--- config.mk ---
export PLATFORM = sky130hd
export DESIGN_NAME = serial_frame_rx
export DESIGN_NICKNAME = d
export VERILOG_FILES = /design/src/rtl/serial_frame_rx.sv
export SDC_FILE = /design/constraint.sdc
export NUM_CORES = 1
export LEC_CHECK = 0
export CORE_UTILIZATION = 45
export CTS_CLUSTER_SIZE = 30
export DETAILED_ROUTE_END_ITERATION = 10
export GPL_TIMING_DRIVEN = 0
export PLACE_DENSITY = 0.71
export SYNTH_ARGS = -nofsm -noshare
export SYNTH_HDL_FRONTEND = slang
export SYNTH_SLANG_ARGS = --single-unit
--- constraint.sdc ---
create_clock -name clk -period 2.6 [get_ports clk]
set_input_delay 0.52 -clock clk [delete_from_list [all_inputs] [get_ports clk]]
set_output_delay 0.52 -clock clk [all_outputs]
set_load 0.02 [all_outputs]
--- src/rtl/serial_frame_rx.sv ---
`default_nettype none
// ============================================================================
// Module      : serial_frame_rx
// Description : Strobed serial frame receiver: start bit, WIDTH data bits
//               (LSB first), optional parity bit and stop bit.
// Revision    : 1.0 - initial release
// ============================================================================
module serial_frame_rx #(
    parameter int WIDTH  = 8,
    parameter int PARITY = 0
) (
    input  logic             clk,
    input  logic             reset,
    input  logic             en,
    input  logic             d,
    output logic [WIDTH-1:0] q,
    output logic             valid,
    output logic             frame_err,
    output logic             parity_err,
    output logic             busy
);

    localparam int            CW   = $clog2(WIDTH + 1);
    localparam logic [CW-1:0] LAST = CW'(WIDTH - 1);

    typedef enum logic [1:0] {
        ST_IDLE = 2'd0,
        ST_DATA = 2'd1,
        ST_PAR  = 2'd2,
        ST_STOP = 2'd3
    } state_t;

    state_t           state_q, state_d;
    logic [CW-1:0]    cnt_q, cnt_d;
    logic [WIDTH-1:0] shift_q, shift_d;
    logic [WIDTH-1:0] word_q, word_d;
    logic             par_q, par_d;
    logic             valid_q, valid_d;
    logic             ferr_q, ferr_d;
    logic             perr_q, perr_d;
    logic             parity_ok;

    // Even parity wants the XOR of data and parity bit to be 0, odd wants 1.
    always_comb begin
        parity_ok = 1'b1;
        if (PARITY == 1) begin
            parity_ok = ~(^shift_q ^ par_q);
        end else if (PARITY == 2) begin
            parity_ok = ^shift_q ^ par_q;
        end
    end

    always_comb begin
        state_d = state_q;
        cnt_d   = cnt_q;
        shift_d = shift_q;
        word_d  = word_q;
        par_d   = par_q;
        valid_d = 1'b0;
        ferr_d  = 1'b0;
        perr_d  = 1'b0;

        if (en) begin
            case (state_q)
                ST_IDLE: begin
                    if (!d) begin
                        state_d = ST_DATA;
                        cnt_d   = '0;
                        shift_d = '0;
                    end
                end
                ST_DATA: begin
                    for (int i = 0; i < WIDTH; i++) begin
                        if (cnt_q == CW'(i)) begin
                            shift_d[i] = d;
                        end
                    end
                    cnt_d = cnt_q + CW'(1);
                    if (cnt_q == LAST) begin
                        state_d = (PARITY != 0) ? ST_PAR : ST_STOP;
                    end
                end
                ST_PAR: begin
                    par_d   = d;
                    state_d = ST_STOP;
                end
                ST_STOP: begin
                    state_d = ST_IDLE;
                    if (!d) begin
                        ferr_d = 1'b1;
                    end else if (!parity_ok) begin
                        perr_d = 1'b1;
                    end else begin
                        word_d  = shift_q;
                        valid_d = 1'b1;
                    end
                end
                default: state_d = ST_IDLE;
            endcase
        end
    end

    always_ff @(posedge clk or posedge reset) begin
        if (reset) begin
            state_q <= ST_IDLE;
            cnt_q   <= '0;
            shift_q <= '0;
            word_q  <= '0;
            par_q   <= 1'b0;
            valid_q <= 1'b0;
            ferr_q  <= 1'b0;
            perr_q  <= 1'b0;
        end else begin
            state_q <= state_d;
            cnt_q   <= cnt_d;
            shift_q <= shift_d;
            word_q  <= word_d;
            par_q   <= par_d;
            valid_q <= valid_d;
            ferr_q  <= ferr_d;
            perr_q  <= perr_d;
        end
    end

    // busy decodes the state flop directly so an async reset clears it at once.
    assign busy       = (state_q != ST_IDLE);
    assign q          = word_q;
    assign valid      = valid_q;
    assign frame_err  = ferr_q;
    assign parity_err = perr_q;

endmodule
`default_nettype wire

* Yosys cells after proc, flatten, opt, wreduce, memory -nomap -nowiden
Cells that the tools add are included.
** Storage, ports and cells
- Flip-flop bits (word level) :: 24
- Latch bits :: 0
- Memory bits (writable) :: 0
- Memory bits (read-only) :: 0
- Input bits :: 4
- Output and inout port bits :: 12
- Logic and storage cells :: 69
- Memories kept :: 0
** Cells by class
- $add $sub $neg :: 1
- Multiply operators :: 0
- Divide/modulo/power cells :: 0
- Magnitude comparators :: 0
- Eq/ne operators :: 19
- Shifts and indexed selects :: 0
- Muxes and demuxes :: 21
- Bitwise operators :: 0
- Reductions and logical operators :: 15
** Operators with widths (count)
- 4-bit AND reduction :: 8
- 2-bit inequality test, second input constant :: 9
- 4-bit by 3-bit == test with 1-bit output, second input constant :: 4
- 8-bit one-hot mux with 2 select lines :: 1
- 1-bit 2-to-1 mux :: 14
- 3-bit AND reduction :: 3
- 4-bit by 2-bit == test with 1-bit output, second input constant :: 2
- 8-bit 2-to-1 mux :: 1
- 2-bit one-hot mux with 4 select lines :: 1
- 4-bit one-hot mux with 2 select lines :: 1
- 4-bit by 1-bit adder with 4-bit output, second input constant :: 1
- 2-bit == test, second input constant :: 2
- 4-bit by 1-bit == test with 1-bit output, second input constant :: 1
- 4-bit zero test :: 1
- 2-bit 2-to-1 mux :: 2
- 4-bit 2-to-1 mux :: 1
- 2-bit nonzero test :: 2
- 2-bit by 1-bit == test with 1-bit output, second input constant :: 1
- 2-bit zero test :: 1

* Depth between registers and ports, before layout
- Depth in word-level cells :: 3
- Mapped depth :: 7
- Depth with buffers taken out :: 5

* Least setup slack after synthesis
Ideal clock, no wire load.
- Path type :: register -> register
- Start point :: reg state_q[0]
- End point :: reg shift_q[4]
- Setup time :: 0.126 ns
- Arrival time :: 1.536 ns
- Setup slack :: 0.938 ns
- Stages on the path, launching flop included :: 7
- Period minus slack after synthesis :: 1.662 ns
- Cell sequence :: dfrtp_1 inv_1 ha_1 a21bo_4 or2_1 buf_6 a221o_1
** Between the ends
- Cells in the longest elaborated chain, start to end :: 3
- Elaborated cells between the ends (all ways) :: 7
- Those cells by class :: 3 x eq/ne; 1 x mux; 3 x reduce/logical
** RTL lines
- start, declared :: RTL line 33 : state_t state_q, state_d;
- start signal, assigned :: RTL line 114 : state_q <= state_d;
- 2-bit by 1-bit == test with 1-bit output / 2-bit zero test (equally long branches) :: RTL line 64 : case (state_q)
- 2-bit inequality test (no source line) / 2-bit nonzero test (equally long branches)
- 4-bit AND reduction (no source line)
- end signal, assigned :: RTL line 116 : shift_q <= shift_d;
- end, declared :: RTL line 35 : logic [WIDTH-1:0] shift_q, shift_d;
Several ways; a longest one is shown, not always the timed one.
A chain may end at the register's enable or synchronous reset.

* Final worst setup path
- Start point :: reg state_q[0]
- End point :: out busy
** Between the ends
- Cells in the longest elaborated chain, start to end :: 1
** RTL lines
- 2-bit nonzero test :: RTL line 126 : assign busy = (state_q != ST_IDLE);
- end, declared :: RTL line 20 : output logic busy
Every way passes these cells.

==> out/metrics.yaml <==
outcome:
  outcome: "finished clean"
synthesis:
  synth_nets: 129
  synth_edf_count: 0
  synth_most_common_cell: "dfrtp_1"
  synth-simple-area-share: 0.1504
  syn_area_um2: 1256
  synth.distinct_cells: 33
  synth_top_family_by_area: "compound AO/OA/AOI/OAI gates"
  ys.flop_type: "dfrtp_1"
  avgSynthCellArea_um2: 10.65
  ys_ff_latch: 24
  synthTopCellsByArea: "dfrtp_1 (48%), mux2_2 (7.2%), ha_1 (7.0%)"
  synth_compound_area_frac: 0.1604
  synthMuxAreaShare: 0.07968
  synth_largest_area_cell: "dfrtp_1"
  synth_commonest_cells: "dfrtp_1 (24), nand2_1 (11), a21oi_1 (8), inv_1 (8), mux2_2 (8)"
  synthArstFlopShare: 1.000
  yosysWarnings: 0
  yosysSeqAreaShare: 0.4781
  syn_inst: 118
  yosysTopAreaCellShare: 0.4781
  synthAdderAreaFrac: 0.06972
  synth_xor_area_frac: 0
min_path:
  hold_path_class: "primary input to register"
global_routing:
  grt_pass1_wl_um: 3967
  grt_max_degree: 25
  grt.overflow.total: 0
  antenna_found_initial: 0
  track_usage: 0.1854
  grt_pass1_vias: 882
setup_path:
  arrival_ns: 1.87
  slowest_stage: "clkdlybuf4s50_1"
  critPathBufInv: 3
  worstSetupStartpointType: "register"
  cp-end-kind: "output port"
  crit_family: "buffers and inverters"
  cpPeakStageDelay_ns: 0.62
  cp.required_ns: 2.08
  worst-path-max-fanout: 8
  critPathKind: "register to output port"
  path_cells: "inv_1 > ha_1 > inv_1 > clkdlybuf4s50_1"
  cpMostUsedCell: "inv_1"
route:
  drtPass1Iterations: 4
  totalWireLength_um: 2299
  wl_per_cell_um: 14.02
  num_vias: 943
  drc_errors: 0
  vias_per_cell: 5.750
  drt_iter0_markers: 17
  drtAntennaViolNets: 0
cts:
  cts.repair.resized: 0
  cts_made_buffers: 3
  cts.reportedPaths.clkPinSlew_ns: 0.13
  cts_tree: "built"
  postCtsSetupRepairBufs: 0
  cts_hold_buf: 0
  cts.sinks: 24
  htree_levels: 1
  clkLatencyLatePin_ns: 0.32
  cts_root_buffer: "clkbuf_4"
  cts_buffer_depth: 2
floorplan:
  chipHeight_um: 54.84
  die_w_um: 54.84
  pin_count: 16
  initial_utilization: 0.4893
  die_area_um2: 3007
  rows: 18
  coreArea_um2: 2567
finish:
  n_fill_cell: 230
  multi_input_area_um2: 581.8
  diodes: 0
  regArea_um2: 600.6
  syn2layout_area_growth_pct: 16.73
  layout-drive-gt1-share: 0.1343
  fin_nets: 146
  fin_util: 0.5712
timing:
  max_slew_margin: 0.3908
  clock-skew-final_ns: 0.005690
  timing.fmax_mhz: 419.1
  finalCriticalPeriod_ns: 2.386
  rsz0062_at_grt: "false"
  worst_pin_slew_ns: 0.9128
  slew_violations: 0
  final_hold_viol_count: 0
  fin_crit_sh: 0.9177
  setup_viol: 0
  finalSetupTns_ns: 0
run:
  drv_cap: 0
power_and_ir_drop:
  seqPwrFrac: 0.366
  cellLeakagePower_uw: 0.0006902
  p_total_uw: 1839
  comb_power_share: 0.488
  pwr-share-clk: 0.147
  peakVddDrop_mv: 0.6608
  p_per_area_nw_per_um2: 1254
  power_switching_uw: 701.6
  power.internal_uw: 1137
  switching_share: 0.3815
placed_design:
  portBuffers: 12
  gp_congestion: 0.8153
  hpwl_um: 1649
## power by group through the flow
stage               clock network (µW)  registers, µW  logic (µW)
finish                             269            673         897
global route                       293            705        1010
CTS                                282            675         902
detailed placement                   0            684         898
global placement                     0            671         879
floorplan                            0            738         556
## worst paths after layout
kind | startpoint | end | slack, ns | depth (start not counted)
min in group asynchronous | reset | q[0]$_DFFE_PP0P_ | 0.68 | 2
max in group asynchronous | reset | cnt_q[3]$_DFFE_PP0P_ | 1.36 | 2
hold reg to reg | q[7]$_DFFE_PP0P_ | q[7]$_DFFE_PP0P_ | 0.50 | 2
setup reg to reg | state_q[0]$_DFFE_PP0P_ | cnt_q[3]$_DFFE_PP0P_ | 0.79 | 6
setup / recovery | state_q[0]$_DFFE_PP0P_ | busy | 0.21 | 4
hold / removal | en | frame_err$_DFF_PP0_ | 0.46 | 3
## cells in the final DEF (no fill, tap or decap), drive strengths merged, types with 2 or more instances in the layout
cell            n
dfrtp          24
clkdlybuf4s50  12
nand2          11
a21oi           8
inv             8
mux2            8
nor2            7
a211o           7
ha              7
nand3           6
buf             6
clkbuf          4
o21ai           3
a221o           2
and4b           2
nand3b          2
a211oi          2
## stage by stage
step | instances | setup WS (ns) | area [µm²] | hold slack (ns)
after floorplan | 118 | 0.9376 | 1256 | 0.4741
after global placement | 160 | 0.6018 | 1414 | 0.4602
after detailed placement | 160 | 0.5665 | 1414 | 0.4846
after CTS | 164 | 0.1972 | 1466 | 0.4510
after global routing | 164 | 0.08521 | 1466 | 0.4634
final | 164 | 0.2140 | 1466 | 0.4607
## tightest hold or removal path, stage by stage
cell,delay [ns]
buf_4,0.14
nand2_1,0.06
nor2_1,0.03
## registers in the layout (all words and copies together) (netlist names)
| signal | count |
|---|---|
| frame_err | 1 |
| cnt_q | 4 |
| shift_q | 8 |
| q | 8 |
| state_q | 2 |
| valid | 1 |
## area by class of cell
cell class,count,area share
Clock inverter,1,0.02048
Multi-Input combinational cell,79,0.3968
Inverter,8,0.02048
Tap cell,30,0.02560
Buffer,7,0.02986
Sequential cell,24,0.4096
Timing Repair Buffer,12,0.08191
Clock buffer,3,0.01536
## routing by layer
layer | share of wire | vias up | global-route usage
met5 | 0 | - | 0
met4 | 0.011 | 0 | 0.07692
met3 | 0.038 | 5 | 0.02778
met2 | 0.49 | 26 | 0.3153
met1 | 0.46 | 461 | 0.2304
li1 | - | 451 | -
## cell families (layout without fill, tap and decap cells)
| group | after synthesis | after routing |
|---|---|---|
| and+or+nand+nor | 35 | 35 |
| AOI/OAI and AO/OA | 27 | 27 |
| DFF | 24 | 24 |
| buffers and inverters | 15 | 31 |
| muxes | 9 | 9 |
| adders and majority gates | 7 | 7 |
| other | 1 | 1 |
Note: power is estimated with default switching activity, not from simulation.
==> RTL edit (config.mk and constraints unchanged) <==
Set the parameter `WIDTH` to 4 (it was 8).
--- a/src/rtl/serial_frame_rx.sv
+++ b/src/rtl/serial_frame_rx.sv
@@ -8,3 +8,3 @@
 module serial_frame_rx #(
-    parameter int WIDTH  = 8,
+    parameter int WIDTH  = 4,
     parameter int PARITY = 0
Ports: changed (resized q); port bits go from 16 to 12. No check against the original RTL was run, so the function may have changed too.
==> RTL edit against the unedited design <==
The run now ends with DRC left. Final area down 35%. Sequential cell count down 9. Routed wire length down 41%. Non-clock buffer count down 7. Maximum frequency up 4.7%. Cell count down 40%. Total power down 42%. Setup slack better by 0.11 ns. First-iteration DRC count down 12%. Hold slack better by 0.049 ns. Synthesized area down 36%. Critical path type unchanged. Largest power group unchanged.
==> RTL edit: results (changes against the unedited design) <==
worst path arrival time: 1.76 ns (was 1.87 ns)
Worst R2R Start: state_q[0] (unchanged)
Inserted Clock Buffers: 3 (unchanged)
R2R cell count: 5 (was 6)
vias in the first global route: 539 (was 882)
Final #Nets: 96 (was 146)
Slew @ Worst Pin: 0.5567 ns (was 0.9128 ns)
ant diodes: 0 (unchanged)
Fillers: 131 (was 230)
syn_nets: 81 (was 129)
reg-to-reg slack, setup: 1.00 ns (was 0.79 ns)
P_sw: 0.4055 mW (was 0.7016 mW)
DR iter-0 viols: 15 (was 17)
Residual DRC: 1 (was 0)
skew final: 0.003316 ns (was 0.005690 ns)
HP Class: register to register (was primary input to register)
initial antenna violation count: 0 (unchanged)
share of post-route cells with drive strength above 1: 18.07% (was 13.43%)
hold path depth: 1 (was 3)
first-pass GRT wire length: 2525 um (was 3967 um)
vias: 548 (was 943)
Clock Tree Root: clkbuf_4 (unchanged)
worst-path fanout max: 5 (was 8)
Leakage: 0.4829 nW (was 0.6902 nW)
DRT Pass-1 Iters: 7 (was 4)
failing checks: DRC
status: finished, violations left (was complete, no violations)
Area contributors post-synth: dfrtp_1 47%, ha_1 13%, mux2_2 5.6% (was dfrtp_1 48%, mux2_2 7.2%, ha_1 7.0%)
placed inst area: 920.9 um2 (was 1414 um2)
Final setup viols: 0 (unchanged)
terminus of the critical flop-to-flop path: shift_q[0] (was cnt_q[3])
largest net degree at the start of global routing: 16 (was 25)
Clock Pin Slew Worst Setup and Hold Paths: 0.09 ns (was 0.13 ns)
Synth top cells by count: 15 x dfrtp_1, 9 x inv_1, 8 x ha_1 (was 24 x dfrtp_1, 11 x nand2_1, 8 x a21oi_1, 8 x inv_1, 8 x mux2_2)
CTS H-Tree Depth: 1 (unchanged)
Placer Congestion: 0.7180 (was 0.8153)
ys async rst share: 100.0% (unchanged)
Global Route Usage Sum: 18.35% (was 18.54%)
min-delay src: q[3] (was en)
worst hold path endpoint: q[3] (was frame_err)
Total Routed Length: 1362 um (was 2299 um)
count of cell types in the netlist: 26 (was 33)
PortBufs: 10 (was 12)
maximum vdd drop: 0.4810 mV (was 0.6608 mV)
Seq/Total Area, Yosys: 46.88% (was 47.81%)
dpl hpwl: 964.9 um (was 1649 um)
Skew-Pair Late Insertion Delay: 0.29 ns (was 0.32 ns)
RTL edit: through the flow:
step	utilization, %	worst slack [ns]	hold WS [ns]	std cells
6_report	60.16	0.3216	0.5102	99
3_3_place_gp	58.41	0.6887	0.4865	95
2_1_floorplan	-	1.218	0.4215	69
4_1_cts	60.16	0.3313	0.5164	99
5_1_grt	60.16	0.2222	0.5408	99
3_5_place_dp	58.41	0.6625	0.4946	95
RTL edit: layout make-up:
cell class	count	share of cell area, %
buffer	2	1.319
clock buffer	3	2.375
clock inverter	1	0.5277
inverter	9	3.562
multi-input combinational	43	39.97
sequential	15	39.58
tap	16	2.111
timing repair buffer	10	10.55
RTL edit: logic make-up (layout without fill, tap and decap cells):
logic type               count (synthesis)  count (layout)  synth area share, %
other                                    1               1               0.4683
AO/OA/AOI/OAI                           12              12                14.38
buffers and inverters                   11              25                5.781
AND/OR/NAND/NOR                         16              16                11.25
adder cells (fa/ha/maj)                  8               8                12.50
flip-flops                              15              15                46.88
multiplexers                             6               6                8.749
RTL edit: power by group through the flow:
stage | clock network (mW) | logic [mW] | registers [mW]
6_report | 0.138 | 0.525 | 0.403
4_1_cts | 0.141 | 0.530 | 0.403
3_3_place_gp | 0 | 0.510 | 0.401
3_5_place_dp | 0 | 0.527 | 0.408
2_1_floorplan | 0 | 0.333 | 0.436
5_1_grt | 0.152 | 0.592 | 0.418
RTL edit: worst max path at each step:
stage | start | end | slack [ns] | depth (start not counted)
after floorplan | state_q[0] | shift_q[3] | 1.22 | 5
after global placement | en | shift_q[1] | 0.69 | 4
after detailed placement | d | shift_q[1] | 0.66 | 4
after CTS | state_q[0] | busy | 0.33 | 4
after global routing | state_q[0] | busy | 0.22 | 4
final | state_q[0] | busy | 0.32 | 4
RTL edit: critical path: stages, from the launching register on:
cell and delay (ns):
dfrtp_1 0.39, inv_1 0.07, ha_1 0.29, inv_1 0.11, clkdlybuf4s50_1 0.61
RTL edit: layer usage:
metal | track usage [%] | routed length, um | vias to the layer above
met3 | 4.898 | 56 | 6
met5 | 0 | 0 | -
li1 | - | - | 259
met4 | 10.91 | 37 | 0
met2 | 28.24 | 597 | 19
met1 | 23.10 | 671 | 264
